### src/rtl/cook_pkg.sv
// Shared constants for the microwave cook sequencer: state codes and BCD limits.
package cook_pkg;

    localparam int unsigned DIGIT_W = 4;

    localparam logic [1:0] ST_IDLE  = 2'd0;
    localparam logic [1:0] ST_COOK  = 2'd1;
    localparam logic [1:0] ST_PAUSE = 2'd2;
    localparam logic [1:0] ST_DONE  = 2'd3;

    localparam int unsigned BCD_MAX         = 9;
    localparam int unsigned SEC_TENS_RELOAD = 5;

endpackage

### src/rtl/bcd_countdown.sv
// Combinational one-second decrement of a 4-digit MM:SS BCD value, with zero flags.
module bcd_countdown
    import cook_pkg::*;
#(
    parameter int unsigned DW = DIGIT_W
) (
    input  logic [4*DW-1:0] i_time,
    output logic [4*DW-1:0] o_time,
    output logic            o_in_zero,
    output logic            o_out_zero
);

    localparam logic [DW-1:0] L_MAX    = DW'(BCD_MAX);
    localparam logic [DW-1:0] L_RELOAD = DW'(SEC_TENS_RELOAD);
    localparam logic [DW-1:0] L_ONE    = DW'(1);

    logic [DW-1:0] w_m10;
    logic [DW-1:0] w_m1;
    logic [DW-1:0] w_s10;
    logic [DW-1:0] w_s1;

    assign {w_m10, w_m1, w_s10, w_s1} = i_time;

    // Seconds tens above 5 are legal entries and simply count down through them.
    always_comb begin
        o_time = i_time;
        if (w_s1 != '0) begin
            o_time = {w_m10, w_m1, w_s10, w_s1 - L_ONE};
        end else if (w_s10 != '0) begin
            o_time = {w_m10, w_m1, w_s10 - L_ONE, L_MAX};
        end else if (w_m1 != '0) begin
            o_time = {w_m10, w_m1 - L_ONE, L_RELOAD, L_MAX};
        end else if (w_m10 != '0) begin
            o_time = {w_m10 - L_ONE, L_MAX, L_RELOAD, L_MAX};
        end
    end

    assign o_in_zero  = (i_time == '0);
    assign o_out_zero = (o_time == '0);

endmodule

### src/rtl/cook_sequencer.sv
// Microwave cook controller: keypad time entry, start/pause/clear sequencing,
// one-second countdown and magnetron/done outputs, all registered.
module cook_sequencer
    import cook_pkg::*;
#(
    parameter int unsigned TICK_DIV = 50000000,
    parameter int unsigned DIGIT_W  = 4
) (
    input  logic                 clk,
    input  logic                 resetn,
    input  logic                 startn,
    input  logic                 stopn,
    input  logic                 clrn,
    input  logic                 door_closed,
    input  logic                 key_valid,
    input  logic [DIGIT_W-1:0]   key_digit,
    output logic [4*DIGIT_W-1:0] time_bcd,
    output logic                 magnetron_on,
    output logic                 timer_done,
    output logic                 done_led,
    output logic [1:0]           state
);

    localparam int unsigned PW = (TICK_DIV > 1) ? $clog2(TICK_DIV) : 1;
    localparam logic [PW-1:0] L_TERM = PW'(TICK_DIV - 1);
    localparam logic [PW-1:0] L_ONE  = PW'(1);

    logic [1:0]           r_state;
    logic [4*DIGIT_W-1:0] r_time;
    logic [PW-1:0]        r_presc;
    logic                 r_start_d;
    logic                 r_stop_d;
    logic                 r_clr_d;
    logic                 r_mag;
    logic                 r_done_p;
    logic                 r_led;

    logic                 w_start_p;
    logic                 w_stop_p;
    logic                 w_clr_p;
    logic                 w_tick;
    logic                 w_key_ok;
    logic [4*DIGIT_W-1:0] w_dec_time;
    logic                 w_time_zero;
    logic                 w_dec_zero;
    logic [1:0]           w_state_nx;
    logic [4*DIGIT_W-1:0] w_time_nx;
    logic [PW-1:0]        w_presc_nx;
    logic                 w_done_evt;

    bcd_countdown #(.DW(DIGIT_W)) u_countdown (
        .i_time    (r_time),
        .o_time    (w_dec_time),
        .o_in_zero (w_time_zero),
        .o_out_zero(w_dec_zero)
    );

    assign w_start_p = r_start_d & ~startn;
    assign w_stop_p  = r_stop_d  & ~stopn;
    assign w_clr_p   = r_clr_d   & ~clrn;
    assign w_tick    = (r_state == ST_COOK) && (r_presc == L_TERM);
    assign w_key_ok  = key_valid && (key_digit <= DIGIT_W'(BCD_MAX));

    // Strict priority: a higher-ranked press consumes the cycle even when it has no effect.
    always_comb begin
        w_state_nx = r_state;
        w_time_nx  = r_time;
        w_done_evt = 1'b0;
        if (w_clr_p) begin
            w_state_nx = ST_IDLE;
            w_time_nx  = '0;
        end else if ((r_state == ST_COOK) && !door_closed) begin
            w_state_nx = ST_PAUSE;
        end else begin
            case (r_state)
                ST_IDLE: begin
                    if (w_stop_p) begin
                        w_state_nx = ST_IDLE;
                    end else if (w_start_p) begin
                        if (door_closed && !w_time_zero) w_state_nx = ST_COOK;
                    end else if (w_key_ok) begin
                        w_time_nx = {r_time[3*DIGIT_W-1:0], key_digit};
                    end
                end
                ST_COOK: begin
                    if (w_stop_p) begin
                        w_state_nx = ST_PAUSE;
                    end else if (w_tick) begin
                        w_time_nx = w_dec_time;
                        if (w_dec_zero) begin
                            w_state_nx = ST_DONE;
                            w_done_evt = 1'b1;
                        end
                    end
                end
                ST_PAUSE: begin
                    if (w_stop_p) begin
                        w_state_nx = ST_IDLE;
                        w_time_nx  = '0;
                    end else if (w_start_p && door_closed) begin
                        w_state_nx = ST_COOK;
                    end
                end
                default: begin
                    if (w_stop_p) begin
                        w_state_nx = ST_IDLE;
                        w_time_nx  = '0;
                    end else if (w_start_p) begin
                        w_state_nx = ST_DONE;
                    end else if (w_key_ok) begin
                        w_state_nx = ST_IDLE;
                        w_time_nx  = {{(3*DIGIT_W){1'b0}}, key_digit};
                    end
                end
            endcase
        end
    end

    always_comb begin
        w_presc_nx = '0;
        if ((w_state_nx == ST_COOK) && (r_state == ST_COOK) && !w_tick) begin
            w_presc_nx = r_presc + L_ONE;
        end
    end

    always_ff @(posedge clk) begin
        if (!resetn) begin
            r_state   <= ST_IDLE;
            r_time    <= '0;
            r_presc   <= '0;
            r_start_d <= 1'b1;
            r_stop_d  <= 1'b1;
            r_clr_d   <= 1'b1;
            r_mag     <= 1'b0;
            r_done_p  <= 1'b0;
            r_led     <= 1'b0;
        end else begin
            r_state   <= w_state_nx;
            r_time    <= w_time_nx;
            r_presc   <= w_presc_nx;
            r_start_d <= startn;
            r_stop_d  <= stopn;
            r_clr_d   <= clrn;
            r_mag     <= (w_state_nx == ST_COOK);
            r_done_p  <= w_done_evt;
            r_led     <= (w_state_nx == ST_DONE);
        end
    end

    assign state        = r_state;
    assign time_bcd     = r_time;
    assign magnetron_on = r_mag;
    assign timer_done   = r_done_p;
    assign done_led     = r_led;

endmodule

### config.mk
export PLATFORM = sky130hd
export DESIGN_NAME = cook_sequencer
export DESIGN_NICKNAME = d
export VERILOG_FILES = /design/src/rtl/cook_pkg.sv /design/src/rtl/bcd_countdown.sv /design/src/rtl/cook_sequencer.sv
export SDC_FILE = /design/constraint.sdc
export NUM_CORES = 1
export LEC_CHECK = 0
export BUFFER_PORTS_ARGS = -buffer_cell sky130_fd_sc_hd__buf_2
export CAP_MARGIN = 15
export CELL_PAD_IN_SITES_DETAIL_PLACEMENT = 1
export CELL_PAD_IN_SITES_GLOBAL_PLACEMENT = 1
export CORE_AREA = 10 10 124 81
export CTS_CLUSTER_DIAMETER = 100
export CTS_CLUSTER_SIZE = 20
export DETAILED_ROUTE_END_ITERATION = 8
export DIE_AREA = 0 0 134 91
export GPL_TIMING_DRIVEN = 1
export PLACE_DENSITY = 0.77
export SYNTH_ARGS = -nofsm -noshare
export SYNTH_HDL_FRONTEND = slang
export SYNTH_HIERARCHICAL = 1
export SYNTH_SLANG_ARGS = --single-unit
### constraint.sdc
create_clock -name clk -period 3.05 [get_ports clk]
set_clock_uncertainty 0.2 [all_clocks]
set_input_delay 0.7625 -clock clk [delete_from_list [all_inputs] [get_ports clk]]
set_output_delay 0.7625 -clock clk [all_outputs]
set_load 0.02 [all_outputs]
==> qor_table.md <==
| Metric | This run | Unit |
|:---|:---|:---|
| Io pins | 32 | - |
| Buffer cell driving the clock tree root | clkbuf_16 | - |
| Worst-skew pair later-pin latency | 0.30 | ns |
| Critical path depth | 9 | - |
| Highest layer used for signal routing | met4 | - |
| Register-to-Register Setup Slack | 0.11 | ns |
| Status | finished, final reports clean | - |
| CP Data Required Time | 3.04 | ns |
| Fin crit share | 96.3 | % |
| Layout cell share with drive strength beyond 1 | 24.6 | % |
| Via count of the first global-routing pass | 3,062 | - |
| DRC violation count after routing | 0 | - |
| Pwr dens | 415 | mW/mm2 |
| Post-CTS setup buffers | 0 | - |
| Fmax | 341 | MHz |
| Post-synthesis sequential area ratio | 33.0 | % |
| Routed wire length per instance | 18.9 | um |
| Clock transition at the registers of the reported paths | 0.07 | ns |
| Final setup violating endpoints | 0 | - |
| H-tree levels | 2 | - |
| CTS hold repair buffers | 0 | - |
| Clock tree from TritonCTS | yes | - |
| Routed wire length | 9650 | um |
| Proportion of register bits with asynchronous set or reset after synthesis | 0 | % |
| Slew Limit Headroom | 43.5 | % |
| Initial DRT Pass Iterations | 4 | - |
| Warnings, synthesis | 6 | - |
| Post-synthesis sequential element count | 50 | - |
| Number of different library cells in the post-synthesis netlist | 60 | - |
| Net count of the mapped netlist | 370 | - |
| Y dimension of the die | 91 | um |
| P&R area growth vs syn | 17.9 | % |
| Worst-case vdd ir drop | 203 | uV |
| Slowest cell on the critical path | a2111o_1 | - |
| CTS Buf Count | 5 | - |
| Routed length on met2 | 4340 | um |
| Max-capacitance violation count | 0 | - |
| Post-synth EDFFs | 0 | - |
| Maximum fanout count along the critical path | 3 | - |
| Met3 wire length | 577 | um |
| Aggregate negative setup slack | 0 | ns |
| Unrepaired setup endpoints after global routing | false | - |
| Final standard cell utilization of the core | 46.3 | % |
| Main synth FF type | dfxtp_1 | - |
| Reg-to-Reg Start | time_bcd[0] | - |
| Number of instances in the synthesized netlist | 354 | - |
| Hold Vio Cnt, Final | 0 | - |
| Final weighted congestion in routability-driven placement | 0.888 | - |
| Actual transition at the worst max-transition pin | 0.841 | ns |
| Leakage power | 1.48 | nW |
| Horizontal extent of the die | 134 | um |
| Setup crit end | magnetron_on | - |
| First-pass GRT wire length | 16,100 | um |
| Final setup margin | 0.114 | ns |
| Fin. max-slew vios | 0 | - |
| Met1 routed wirelength after detailed routing | 4590 | um |
| Worst slack after detailed placement | 0.0322 | ns |
| HPWL after detailed placement | 7300 | um |
| Critical Path Source | time_bcd[0] | - |
| Post-synthesis instance area | 0.00303 | mm2 |
| Peak per-stage delay on the critical path | 0.42 | ns |
| Crit Path Class | reg2reg | - |
| Crit path time final | 2.94 | ns |
| Maximum number of pins on one net before global-route repair | 27 | - |
| Total die area | 0.0122 | mm2 |
| Mean instance size in the synthesized netlist | 8.56 | um2 |
| Buffer and inverter count on the worst path | 1 | - |
| Total global routing overflow | 0 | - |
| Num rows | 25 | - |
| Initial standard-cell utilization of the core | 39.2 | % |
| Hold/Removal Path Class | reg2reg | - |
| Worst reg-to-reg path cell count | 9 | - |
| Setup crit start kind | flip-flop | - |
| Total via count in the routed design | 2,835 | - |
| Total Power | 0.00148 | W |
| Overall track demand over capacity in global routing | 16.1 | % |
| Worst Setup End Kind | flip-flop | - |
| Number of antenna violations at the first check in global routing | 0 | - |
| CP delay by family, top | simple AND/OR/NAND/NOR gates | - |
| ANT nets after route | 0 | - |
| Antenna fix cells | 0 | - |
| Total number of nets in the final design | 418 | - |
| Filler cell count in the final layout | 937 | - |
| Clock tree buffer depth | 2 | - |
| Port Buffers | 31 | - |
| Area of the core | 0.00773 | mm2 |
| Cells along the critical path | inv_1 > ha_1 > or3b_1 > nor4_1 > mux2_2 > a2111o_1 > nor4_4 > a41oi_2 > and2_1 | - |
| Critical Path AT | 2.93 | ns |
| Sink count of the clock tree | 50 | - |
| Drt first-iter violations | 193 | - |
| Via/cell ratio | 5.56 | - |
| Worst reg2reg endpoint | magnetron_on | - |
-- how the worst min path moves through the flow --
stage	to	slack (ns)	cells past startpoint	from
final	r_presc[0]	0.27	1	r_presc[0]
after CTS	r_presc[0]	0.27	1	r_presc[0]
after detailed placement	r_presc[0]	0.25	1	r_presc[0]
after global routing	r_presc[0]	0.29	1	r_presc[0]
after global placement	r_presc[0]	0.25	1	r_presc[0]
after floorplan	r_presc[0]	0.23	1	r_presc[0]
-- kinds of logic after synthesis --
group	synth area share [%]
adder cells (fa/ha/maj)	2.06
AND/OR/NAND/NOR	29.0
flip-flops	33.0
XOR/XNOR	7.22
buffers and inverters	6.27
multiplexers	9.91
AO/OA/AOI/OAI	12.5
-- worst reg2reg max path, stage by stage (launching register included) --
cell	delay, ns
dfxtp_1	0.31
inv_1	0.09
ha_1	0.17
or3b_1	0.40
nor4_1	0.23
mux2_2	0.40
a2111o_1	0.42
nor4_4	0.21
a41oi_2	0.20
and2_1	0.20
-- cell usage after synthesis, drive strengths merged (3+ instances only) --
cell type  count  area [um2]
ha             5        62.6
or3b           4        40.0
nor3          10        50.1
buf           10         103
o31ai          6        45.0
dfxtp         50        1000
xnor2          8        70.1
o2bb2ai        4        35.0
a22oi          4        30.0
xor2          17         149
nor4           6        65.1
nand2b         4        25.0
a31oi          3        18.8
mux2          16         180
nand3         12        60.1
nand4         10        62.6
and3           6        40.0
nor3b          4        40.0
a21oi          7        35.0
inv           15        56.3
o211a          4        40.0
o21ai          7        35.0
nand2         47         176
nor2          44         165
nor2b          5        33.8
mux2i         12         120
clkbuf         3        11.3
-- what timing repair did --
action / CTS / global route
endpoints found under the setup margin: 1 / 3
endpoints found under the hold margin: 0 / 0
gates resized for setup: 1 / 4
-- state kept, by name, summed over array words and instances, names as in the netlist --
signal	count
magnetron_on	1
state	2
time_bcd	16
r_clr_d	1
timer_done	1
r_stop_d	1
r_start_d	1
done_led	1
r_presc	26
-- power by group --
part | total [W] | leakage (nW) | internal (W) | switching, W
sequential | 0.000660 | 0.404 | 0.000657 | 0.00000253
clock | 0.000663 | 0.0829 | 0.000406 | 0.000258
combinational | 0.000161 | 0.991 | 0.0000679 | 0.0000932
total | 0.00148 | 1.48 | 0.00113 | 0.000353
-- layout make-up --
class / count / area, um2 / area share, %
timing repair buffer: 56 / 343 / 9.59
clock buffer: 6 / 139 / 3.89
inverter: 15 / 56.3 / 1.58
sequential: 50 / 1000 / 28.0
tap: 108 / 135 / 3.78
clock inverter: 1 / 30.0 / 0.840
multi-input combinational: 274 / 1870 / 52.3
-- per-layer routing --
| layer | GRT usage [%] | up-vias |
|---|---|---|
| met5 | 0 | - |
| met4 | 5.51 | 0 |
| met3 | 3.58 | 16 |
| met2 | 25.5 | 79 |
| met1 | 21.1 | 1391 |
| li1 | - | 1349 |
-- per-stage QoR --
step                instances  hold WS (ns)  cell area (um2)
detailed placement        503         0.251             3380
CTS                       510         0.267             3550
finish                    510         0.265             3570
floorplan                 354         0.230             3030
global route              510         0.294             3570
global placement          503         0.251             3380
-- cell usage in the layout, fill, tap and decap left out, types with 4 or more instances in the layout --
cell type / count
nor3_1: 10
mux2_2: 16
buf_2: 31
nand3_1: 12
and3_1: 4
o31ai_1: 5
o21ai_0: 6
o2bb2ai_1: 4
xor2_1: 17
ha_1: 5
nand4_1: 10
a21oi_1: 7
a22oi_1: 4
o211a_1: 4
nand2_1: 47
buf_4: 25
nand2b_1: 4
clkbuf_16: 5
dfxtp_1: 50
inv_1: 15
xnor2_1: 8
mux2i_1: 12
nor2b_1: 4
nor2_1: 44
Note: power is estimated with default switching activity, not from simulation.
